--- src/rtl/pc_sequencer_pkg.sv ---
// Shared definitions for the PC sequencer: FSM state encoding and PC constants.
package pc_sequencer_pkg;

  typedef enum logic [1:0] {
    FETCH    = 2'd0,
    WAIT_RSP = 2'd1,
    ISSUE    = 2'd2,
    TRAP     = 2'd3
  } state_t;

  localparam logic [31:0] PC_INCR          = 32'd4;
  localparam logic [31:0] DEFAULT_RESET_PC = 32'h0000_0000;

endpackage

--- src/rtl/pc_sequencer_next_pc.sv ---
// Next-PC selection: JALR target, PC-relative target, or sequential PC+4,
// plus a misalignment flag on the selected target.
module next_pc_calc
  import pc_sequencer_pkg::*;
(
  input  logic [31:0] pc,
  input  logic [31:0] imm_ext,
  input  logic [31:0] rs1_val,
  input  logic        branch_taken,
  input  logic        jump,
  input  logic        jalr,
  output logic [31:0] next_pc,
  output logic        misaligned
);

  logic [31:0] pc_rel;
  logic [31:0] reg_rel;

  assign pc_rel  = pc + imm_ext;
  assign reg_rel = rs1_val + imm_ext;

  always_comb begin
    next_pc = pc + PC_INCR;
    if (jalr)
      next_pc = reg_rel & ~32'h1;
    else if (jump || branch_taken)
      next_pc = pc_rel;
  end

  assign misaligned = |next_pc[1:0];

endmodule

--- src/rtl/pc_sequencer.sv ---
// Architectural PC owner: fetches over a valid/ready handshake, presents the
// instruction to decode, and advances the PC on retirement.
module pc_sequencer
  import pc_sequencer_pkg::*;
#(
  parameter logic [31:0] RESET_PC = DEFAULT_RESET_PC,
  parameter int          CNT_W    = 32
) (
  input  logic             clk,
  input  logic             rst_n,
  output logic             imem_req_valid,
  input  logic             imem_req_ready,
  output logic [31:0]      imem_addr,
  input  logic             imem_rsp_valid,
  input  logic [31:0]      imem_rsp_data,
  output logic             instr_valid,
  output logic [31:0]      instr,
  output logic [31:0]      instr_pc,
  input  logic             instr_ready,
  input  logic             branch_taken,
  input  logic             jump,
  input  logic             jalr,
  input  logic [31:0]      imm_ext,
  input  logic [31:0]      rs1_val,
  output logic             misalign_exc,
  output logic [CNT_W-1:0] instret
);

  state_t      state, state_n;
  logic [31:0] pc;
  logic [31:0] next_pc;
  logic        misaligned;
  logic        retire;

  next_pc_calc u_next_pc (
    .pc           (pc),
    .imm_ext      (imm_ext),
    .rs1_val      (rs1_val),
    .branch_taken (branch_taken),
    .jump         (jump),
    .jalr         (jalr),
    .next_pc      (next_pc),
    .misaligned   (misaligned)
  );

  assign imem_addr = pc;

  always_comb begin
    state_n = state;
    retire  = 1'b0;
    unique case (state)
      FETCH:    if (imem_req_valid && imem_req_ready) state_n = WAIT_RSP;
      WAIT_RSP: if (imem_rsp_valid) state_n = ISSUE;
      ISSUE: begin
        if (instr_ready) begin
          retire  = 1'b1;
          state_n = misaligned ? TRAP : FETCH;
        end
      end
      TRAP:     state_n = TRAP;
      default:  state_n = FETCH;
    endcase
  end

  // Valids are registered from the next state so they line up with the state they describe.
  always_ff @(posedge clk or negedge rst_n) begin
    if (!rst_n) begin
      state          <= FETCH;
      pc             <= RESET_PC;
      instr          <= '0;
      instr_pc       <= '0;
      instr_valid    <= 1'b0;
      imem_req_valid <= 1'b0;
      misalign_exc   <= 1'b0;
      instret        <= '0;
    end else begin
      state          <= state_n;
      imem_req_valid <= (state_n == FETCH);
      instr_valid    <= (state_n == ISSUE);
      if (state == WAIT_RSP && imem_rsp_valid) begin
        instr    <= imem_rsp_data;
        instr_pc <= pc;
      end
      if (retire) begin
        instret <= instret + {{(CNT_W-1){1'b0}}, 1'b1};
        if (misaligned)
          misalign_exc <= 1'b1;
        else
          pc <= next_pc;
      end
    end
  end

endmodule

--- config.mk ---
export PLATFORM = sky130hd
export DESIGN_NAME = pc_sequencer
export DESIGN_NICKNAME = d
export VERILOG_FILES = /design/src/rtl/pc_sequencer_pkg.sv /design/src/rtl/pc_sequencer_next_pc.sv /design/src/rtl/pc_sequencer.sv
export SDC_FILE = /design/constraint.sdc
export NUM_CORES = 1
export LEC_CHECK = 0
export ABC_AREA = 1
export CAP_MARGIN = 30
export CORE_MARGIN = 2
export CORE_UTILIZATION = 25
export DETAILED_ROUTE_END_ITERATION = 16
export GPL_TIMING_DRIVEN = 0
export MAX_ROUTING_LAYER = met4
export PLACE_DENSITY = 0.45
export SLEW_MARGIN = 15
export SYNTH_ARGS = -nofsm -noshare
export SYNTH_HDL_FRONTEND = slang
export SYNTH_SLANG_ARGS = --single-unit
--- constraint.sdc ---
create_clock -name clk -period 2.5 [get_ports clk]
set_input_delay 0.5 -clock clk [delete_from_list [all_inputs] [get_ports clk]]
set_output_delay 0.5 -clock clk [all_outputs]
set_load 0.02 [all_outputs]
==> flow_metrics.env, run 1 <==
export IMPL_outcome="completed"
export IMPL_area_growth_pct=40.7
export IMPL_slew_headroom=0.383
export IMPL_drc=0
export IMPL_synthMostInstantiatedCell="nand2_1"
export IMPL_ys_flop_type="dfrtp_1"
export IMPL_num_nets_final=2020
export IMPL_finalCriticalPeriod_ns=2.41
export IMPL_synth_common_cells="nand2_1, inv_1, dfrtp_1"
export IMPL_synth_fa_ha_area_frac=0.0769
export IMPL_dp_hpwl_mm=37.3
export IMPL_synth_seq_cells=133
export IMPL_core_area_um2=42800
export IMPL_fin_total_pwr_mw=14.7
export IMPL_die_h_um=212
export IMPL_cp_arrival_ns=2.73
export IMPL_place_area_um2=13800
export IMPL_synth_edf_count=0
export IMPL_synth_avg_cell_area_um2=6.79
export IMPL_layout_drive_gt1_share=0.131
export IMPL_drv_cap=0
export IMPL_clock_fmax_mhz=415
export IMPL_fin_skew_ns=0.00734
export IMPL_dieArea_um2=44700
export IMPL_start_kind="flip-flop"
export IMPL_synth_cell_types=44
export IMPL_synthSimpleGateAreaFrac=0.345
export IMPL_row_count=76
export IMPL_synth_area_leaders="dfrtp_1, nand2_1, ha_1, inv_1, nand3_1"
export IMPL_io_buffers=233
export IMPL_vdd_ir_drop_max_mv=0.525
export IMPL_via_per_inst=4.72
export IMPL_htree_num_levels=4
export IMPL_muxShareOfSynthArea=0.0387
export IMPL_hold_viol=0
export IMPL_cp_max_fo=5
export IMPL_instances_no_fill=2410
export IMPL_cts_buffer_depth=2
export IMPL_hp_class="primary input to async pin"
export IMPL_num_io_pins=235
export IMPL_synth_compound_area_frac=0.102
export IMPL_grt_setup_unrepaired="true"
export IMPL_layout_worst_path_cycle_share=0.965
export IMPL_first_pass_iters=5
export IMPL_critPathLaunch="imem_addr[0]$_DFFE_PN0P_"
export IMPL_crit_type="flip-flop to flip-flop"
export IMPL_finalSetupViolations=0
export IMPL_synthesis_nets=1755
export IMPL_grt_pass1_wl_mm=65.7
export IMPL_wl_per_cell_um=18.4
export IMPL_vias=11367
export IMPL_yosys_area_top_type_share=0.309
export IMPL_ys_warn_count=0
export IMPL_worstPathRequired_ns=2.81
export IMPL_gp_congestion=0.934
export IMPL_cts_root_buffer="clkbuf_16"
export IMPL_finalInstanceArea_um2=15100
export IMPL_report_final_slew_viol_count=0
export IMPL_p_leak_nw=7.02
export IMPL_synthCells=1586
export IMPL_async_reset_ff_frac=1.00
export IMPL_dp_cells=2366
export IMPL_end_kind="flip-flop"
export IMPL_worst_pin_slew_ns=0.926
export IMPL_cts_sinks=133
export IMPL_antenna_found_initial=0
export IMPL_grt_pass1_vias=11163
export IMPL_synth_xor_area_share=0.0488
export IMPL_synth_top_area_cell="dfrtp_1"
export IMPL_overflow=0
export IMPL_cts_inserted_buffers=17
export IMPL_initial_core_util=0.252
export IMPL_drtIter0Drc=509
export IMPL_r2r_start="imem_addr[0]$_DFFE_PN0P_"
export IMPL_clkLatencyLatePin_ns=0.43
export IMPL_powerDensity_nw_per_um2=968
export IMPL_ys_seq_area_frac=0.309
export IMPL_synthesis_area_um2=10800
export IMPL_fp_dieW_um=212
export IMPL_cts_tree="yes"
export IMPL_grt_use_total=0.202
export IMPL_totalNegativeSetupSlack_ns=0
export IMPL_insertedDiodeCount=0
export IMPL_cts_clk_slew_worst_paths_ns=0.06
export IMPL_synth_top_family_by_area="simple AND/OR/NAND/NOR gates"
export IMPL_grt_max_degree=69
export IMPL_wl_mm=44.4
export IMPL_final_antenna_net_count=0
-- registers in the layout, indices dropped and copies added, names as in the netlist --
signal,flops
imem_addr,32
instr,32
instr_pc,32
instret,32
state,2
imem_req_valid,1
instr_valid,1
misalign_exc,1
-- layer usage --
layer,GRT usage,share of wire,wire (um),vias to the layer above
met2,0.340,0.48,21100,310
met3,0.0239,0.041,1830,57
met1,0.253,0.45,20100,5283
met5,-,0,0,-
met4,0.0668,0.029,1280,0
li1,-,-,-,5717
-- power by group --
part | total [mW] | internal [mW] | switching (mW)
clock | 2.53 | 1.55 | 0.980
sequential | 3.89 | 2.92 | 0.971
combinational | 8.25 | 3.44 | 4.81
-- kinds of logic after synthesis --
| group | after synthesis |
|---|---|
| compound gates | 205 |
| xor+xnor | 60 |
| fa+ha+maj | 65 |
| buf+inv | 224 |
| flops | 133 |
| mux | 37 |
| simple gates | 862 |
-- cell usage in the layout, fill, tap and decap left out, types with 19 or more instances in the layout --
cell type	instances
nor3_1	28
a21oi_2	19
nand3_1	121
xor2_1	43
dfrtp_1	124
a21oi_1	65
o21ai_0	73
nand2_2	19
ha_1	28
clkdlybuf4s50_1	220
inv_1	189
nor2_1	112
ha_4	19
nand2_1	490
mux2_2	37
nand4_1	20
-- critical path: stages, from the launching register on --
cell	delay (ns)
dfrtp_2	0.45
ha_4	0.18
fa_2	0.43
o31ai_4	0.26
o21ai_2	0.09
buf_4	0.16
nor2_4	0.19
buf_12	0.14
buf_12	0.10
nand2_1	0.10
a21oi_2	0.14
nor2_1	0.05
-- timing repair --
| action | CTS | global route |
|---|---|---|
| pin swaps | 7 | 2 |
| setup buffers | 9 | 3 |
| endpoints found under the setup margin | 35 | 33 |
| resized for setup | 42 | 125 |
| endpoints found under the hold margin | 0 | 0 |
| hold buffers | 0 | 0 |
-- final timing paths --
path	endpoint	slack, ns	cells past startpoint
max in group asynchronous	imem_addr[31]$_DFFE_PN0P_	1.74	2
min	instr[15]$_DFFE_PN0P_	0.01	1
min in group clk	instret[31]$_DFFE_PN0P_	0.47	1
max reg2reg	imem_addr[18]$_DFFE_PN0P_	0.09	11
min reg2reg	instret[31]$_DFFE_PN0P_	0.47	1
max	imem_addr[18]$_DFFE_PN0P_	0.09	11
-- area by class of cell --
| type | count | area, um2 |
|---|---|---|
| clock inverter | 11 | 126 |
| clock buffer | 21 | 470 |
| tap | 546 | 683 |
| fill | 4655 | 27600 |
| multi-input combinational | 1229 | 7150 |
| inverter | 196 | 736 |
| timing repair buffer | 246 | 2510 |
| sequential | 133 | 3340 |
| buffer | 28 | 134 |
-- through the flow --
| step | util | hold slack [ns] | setup slack [ns] |
|---|---|---|---|
| after floorplan | - | 0.204 | 0.207 |
| after global placement | 0.322 | 0.452 | -4.81 |
| after detailed placement | 0.323 | 0.468 | -1.04 |
| after CTS | 0.342 | 0.0309 | 0.00108 |
| after global routing | 0.354 | 0.0429 | -0.132 |
| final | 0.354 | 0.0138 | 0.0886 |
Power figures use the tool's default switching activity.
==> inputs of run 2 (changes only) <==
--- a/config.mk
+++ b/config.mk
@@ -10,7 +10,6 @@
 export CORE_MARGIN = 2
 export CORE_UTILIZATION = 25
 export DETAILED_ROUTE_END_ITERATION = 16
-export GPL_TIMING_DRIVEN = 0
 export MAX_ROUTING_LAYER = met4
 export PLACE_DENSITY = 0.45
 export SLEW_MARGIN = 15
==> run 2 against run 1 <==
Effect of this change:
- sequential share of layout area down 1.9 points
- first-iteration DRC count increased by 18%
- wire length decreased by 0.47%
- critical path depth stayed put
- flip-flop and latch count did not move
- register-to-register slack improved by 0.10 ns
- highest routed layer unchanged
- global-route usage grew 0.10 points
- non-clock buffer count increased by 202
- clock skew rose by 0.0074 ns
- maximum frequency rose by 0.30%
- utilization is 3.2 points higher
- cell area increased by 9.1%
==> flow_metrics.env, run 2 (same netlist as run 1, synthesis figures left out) <==
export IMPL_dieArea_um2=44700
export IMPL_place_area_um2=15600
export IMPL_grt_pass1_wl_mm=67.0
export IMPL_layout_worst_path_cycle_share=0.962
export IMPL_p_leak_nw=8.12
export IMPL_dp_hpwl_mm=37.2
export IMPL_cts_tree="yes"
export IMPL_clock_fmax_mhz=416
export IMPL_worstPathRequired_ns=2.82
export IMPL_gp_congestion=0.940
export IMPL_drc=0
export IMPL_vdd_ir_drop_max_mv=0.363
export IMPL_vias=11930
export IMPL_row_count=76
export IMPL_fin_total_pwr_mw=16.0
export IMPL_holdWs_ns=0.466
export IMPL_final_antenna_net_count=0
export IMPL_area_growth_pct=53.5
export IMPL_layout_drive_gt1_share=0.199
export IMPL_cts_clk_slew_worst_paths_ns=0.07
export IMPL_cp_arrival_ns=2.72
export IMPL_wl_mm=44.2
export IMPL_first_pass_iters=5
export IMPL_cts_sinks=133
export IMPL_core_area_um2=42800
export IMPL_start_kind="primary input"
export IMPL_cts_buffer_depth=2
export IMPL_outcome="completed"
export IMPL_cp_max_fo=4
export IMPL_die_h_um=212
export IMPL_fin_skew_ns=0.0148
export IMPL_final_cell_mix="nand2_1, buf_4, clkdlybuf4s50_1"
export IMPL_finalInstanceArea_um2=16500
export IMPL_finalCriticalPeriod_ns=2.40
export IMPL_via_per_inst=4.57
export IMPL_powerDensity_nw_per_um2=966
export IMPL_critPathMaxStageDelay_ns=0.44
export IMPL_crit_slowest_cell="clkdlybuf4s50_1"
export IMPL_mostFrequentLayoutCell="nand2_1"
export IMPL_antenna_found_initial=0
export IMPL_hp_class="flip-flop to flip-flop"
export IMPL_grt_use_total=0.203
export IMPL_grt_pass1_vias=11840
export IMPL_cts_root_buffer="clkbuf_16"
export IMPL_report_final_slew_viol_count=0
export IMPL_path_cells="clkdlybuf4s50_1 > ha_1 > a21oi_1 > o21ai_0 > buf_4 > a21oi_2 > buf_4 > a31o_2 > nand3_1 > nand3_1 > nand2_1"
export IMPL_grt_max_degree=63
export IMPL_finalSetupViolations=0
export IMPL_grt_setup_unrepaired="true"
export IMPL_fp_dieW_um=212
export IMPL_insertedDiodeCount=0
export IMPL_crit_type="primary input to flip-flop"
export IMPL_drtIter0Drc=603
export IMPL_htree_num_levels=4
export IMPL_slew_headroom=0.693
export IMPL_num_io_pins=235
export IMPL_io_buffers=234
export IMPL_clkLatencyLatePin_ns=0.43
export IMPL_cts_inserted_buffers=17
export IMPL_wl_per_cell_um=16.9
export IMPL_worst_pin_slew_ns=0.457
export IMPL_hold_viol=0
export IMPL_overflow=0
export IMPL_initial_core_util=0.252
export IMPL_num_nets_final=2222
export IMPL_drv_cap=0
export IMPL_end_kind="flip-flop"
[run 2: critical path: cells and delay by family]
kind / cells / cell delay [ns]
buffers and inverters: 3 / 0.76
AO/OA/AOI/OAI: 4 / 0.71
AND/OR/NAND/NOR: 3 / 0.39
adder cells (fa/ha/maj): 1 / 0.36
[run 2: final timing paths]
kind                            depth (start not counted)                   endpoint  slack [ns]                     start
worst max-delay path                                   11  imem_addr[17]$_DFFE_PN0P_         0.1               imm_ext[12]
worst min-delay path                                    1    instret[31]$_DFFE_PN0P_        0.47   instret[31]$_DFFE_PN0P_
worst max register to register                         11  imem_addr[12]$_DFFE_PN0P_        0.19  imem_addr[0]$_DFFE_PN0P_
worst min register to register                          1    instret[31]$_DFFE_PN0P_        0.47   instret[31]$_DFFE_PN0P_
max in group asynchronous                               3    instr_pc[8]$_DFFE_PN0P_        1.28                     rst_n
min in group asynchronous                               2      instr[15]$_DFFE_PN0P_        0.54                     rst_n
[run 2: what timing repair did]
item / 4_1_cts / 5_1_grt
hold buffers: 1 / 0
resized for setup: 2 / 79
endpoints found under the setup margin: 2 / 30
hold endpoints to repair: 30 / 0
pin swaps: 0 / 4
setup buffers: 0 / 2
[run 2: layout make-up]
type	count	area, um2
clock buffer	21	480
inverter	196	736
timing repair buffer	476	4260
multi-input combinational	1229	6870
tap	546	683
clock inverter	11	173
sequential	133	3330
fill	4601	26300
[run 2: through the flow]
step           TNS (ns)  std cells   util  setup slack [ns]
2_1_floorplan         0       1586      -             0.207
3_3_place_gp     -11.89       2577  0.364            -0.422
3_5_place_dp     -13.63       2577  0.364            -0.460
4_1_cts               0       2610  0.379            0.0341
5_1_grt          -0.152       2612  0.386           -0.0406
6_report              0       2612  0.386            0.0958
[run 2: metal layers]
layer,track usage,routed length (um),vias to the layer above
met5,-,0,-
met3,0.0228,1700,50
met4,0.0610,1110,0
met1,0.264,21000,5454
met2,0.333,20300,312
li1,-,-,6114
[run 2: power by group]
part / total (mW) / switching, mW / leakage [nW] / internal [mW]
logic: 9.61 / 5.23 / 6.17 / 4.37
clock network: 2.75 / 0.974 / 0.308 / 1.78
registers: 3.61 / 0.696 / 1.65 / 2.91
==> inputs of run 3 (changes only) <==
==> constraint.sdc (replaced) <==
create_clock -name clk -period 3.1 [get_ports clk]
set_input_delay 0.62 -clock clk [delete_from_list [all_inputs] [get_ports clk]]
set_output_delay 0.62 -clock clk [all_outputs]
set_load 0.02 [all_outputs]
==> run 3 against run 2 <==
Effect of this change:
- power shrank 24%
- die area unchanged
- flip-flop and latch count stayed put
- worst hold slack got worse by 0.34 ns
- wire length down 0.43%
- clock skew decreased by 0.0031 ns
- count of clock-buffer cells in the layout increased by 2
- cell area decreased by 9.5%
- via count down 4.7%
- largest power group unchanged
- highest routed layer unchanged
==> flow_metrics.env, run 3 (same netlist as run 1, synthesis figures left out) <==
export IMPL_outcome="completed"
export IMPL_powerDensity_nw_per_um2=814
export IMPL_die_h_um=212
export IMPL_gp_congestion=0.949
export IMPL_start_kind="primary input"
export IMPL_path_cells="clkdlybuf4s50_1 > buf_4 > ha_1 > nand2_1 > nor4_1 > nand3_1 > nand2_1 > nand2_1 > nand3_1 > nand2_1 > nand3_1 > nand2_1"
export IMPL_worst_pin_slew_ns=0.770
export IMPL_via_per_inst=4.67
export IMPL_totalNegativeSetupSlack_ns=0
export IMPL_cts_resized=0
export IMPL_slew_headroom=0.482
export IMPL_wl_mm=44.0
export IMPL_critPathLaunch="imm_ext[25]"
export IMPL_wl_per_cell_um=18.0
export IMPL_crit_path_frequent_cell="nand2_1"
export IMPL_antenna_found_initial=0
export IMPL_cts_buffer_depth=2
export IMPL_dieArea_um2=44700
export IMPL_post_route_util=0.350
export IMPL_cts_clk_slew_worst_paths_ns=0.06
export IMPL_hp_class="primary input to async pin"
export IMPL_vdd_ir_drop_max_mv=0.391
export IMPL_insertedDiodeCount=0
export IMPL_layout_drive_gt1_share=0.0925
export IMPL_htree_num_levels=4
export IMPL_holdWs_ns=0.130
export IMPL_worstPathRequired_ns=3.42
export IMPL_cts_tree="yes"
export IMPL_cp_max_fo=5
export IMPL_first_pass_iters=5
export IMPL_finalCriticalPeriod_ns=2.88
export IMPL_overflow=0
export IMPL_clock_fmax_mhz=348
export IMPL_finalInstanceArea_um2=15000
export IMPL_grt_use_total=0.202
export IMPL_p_leak_nw=7.22
export IMPL_cts_hold_buf=0
export IMPL_cts_sinks=133
export IMPL_r2r_setup_slack_ns=0.44
export IMPL_grt_pass1_vias=11363
export IMPL_cts_root_buffer="clkbuf_16"
export IMPL_drc=0
export IMPL_core_area_um2=42800
export IMPL_fillers=4608
export IMPL_report_final_slew_viol_count=0
export IMPL_fp_dieW_um=212
export IMPL_drtIter0Drc=612
export IMPL_row_count=76
export IMPL_final_cell_mix="nand2_1, clkdlybuf4s50_1, inv_1"
export IMPL_num_nets_final=2048
export IMPL_area_growth_pct=39.0
export IMPL_grt_setup_unrepaired="false"
export IMPL_postCtsSetupRepairBufs=0
export IMPL_num_io_pins=235
export IMPL_final_antenna_net_count=0
export IMPL_finalSetupViolations=0
export IMPL_mostFrequentLayoutCell="nand2_1"
export IMPL_vias=11372
export IMPL_hold_viol=0
export IMPL_drv_cap=0
export IMPL_cts_inserted_buffers=17
export IMPL_io_buffers=234
export IMPL_clkLatencyLatePin_ns=0.42
export IMPL_cp_arrival_ns=3.19
export IMPL_place_area_um2=14200
export IMPL_crit_slowest_cell="nor4_1"
export IMPL_end_kind="flip-flop"
export IMPL_critPathMaxStageDelay_ns=0.71
export IMPL_grt_max_degree=55
export IMPL_r2r_start="imem_addr[24]$_DFFE_PN0P_"
export IMPL_fin_skew_ns=0.0117
export IMPL_layout_worst_path_cycle_share=0.927
export IMPL_grt_pass1_wl_mm=66.0
export IMPL_dp_hpwl_mm=36.9
export IMPL_crit_type="primary input to flip-flop"
export IMPL_initial_core_util=0.252
==> run 3: changes by cell type in the layout (fill, tap and decap cells not counted), moves of 9 or more <==
| cell | change |
|---|---|
| nand2_2 | -13 |
| nand2_1 | +13 |
| ha_1 | +13 |
| a21oi_2 | -13 |
| buf_4 | -169 |
| a21oi_1 | +13 |
| nor2_1 | +9 |
| o21ai_0 | +10 |
==> run 3: metrics by stage <==
stage / instances / power [mW] / worst slack, ns
global route: 2437 / 13.1 / 0.00894
detailed placement: 2406 / 9.70 / -0.189
global placement: 2406 / 9.67 / -0.171
finish: 2437 / 12.2 / 0.225
floorplan: 1586 / 6.64 / 0.722
CTS: 2437 / 12.3 / 0.260
==> run 3: final timing paths <==
check | end | depth (start not counted)
worst max-delay path | imem_addr[26]$_DFFE_PN0P_ | 12
worst min-delay path | instr[8]$_DFFE_PN0P_ | 1
worst max register to register | imem_addr[26]$_DFFE_PN0P_ | 10
worst min register to register | misalign_exc$_DFFE_PN0P_ | 2
max in group asynchronous | instr_pc[8]$_DFFE_PN0P_ | 2
min in group clk | misalign_exc$_DFFE_PN0P_ | 2
==> run 3: critical path: cells and delay by family <==
kind / cells / cell delay [ns]
adder cells (fa/ha/maj): 1 / 0.36
AND/OR/NAND/NOR: 9 / 1.58
buffers and inverters: 2 / 0.61
==> run 3: per-layer routing <==
layer  wire length (um)  up-vias  global-route usage
met1              20800     5283               0.257
met2              20300      272               0.334
met3               1690       47              0.0266
met4               1150        0              0.0658
li1                   -     5770                   -
met5                  0        -                   -
==> run 3: final cells by class <==
class                           instances  area, um2  area share
Tap cell                              546        683      0.0457
Timing Repair Buffer                  302       2880       0.192
Inverter                              196        736      0.0492
Clock inverter                          8        240      0.0161
Sequential cell                       133       3330       0.222
Multi-Input combinational cell       1229       6600       0.441
Clock buffer                           23        498      0.0333
==> run 3: power breakdown <==
group | internal (mW) | leakage [nW] | total, mW | switching, mW
clock network | 1.78 | 0.360 | 2.54 | 0.762
registers | 2.35 | 1.65 | 3.03 | 0.684
logic | 2.73 | 5.21 | 6.61 | 3.88
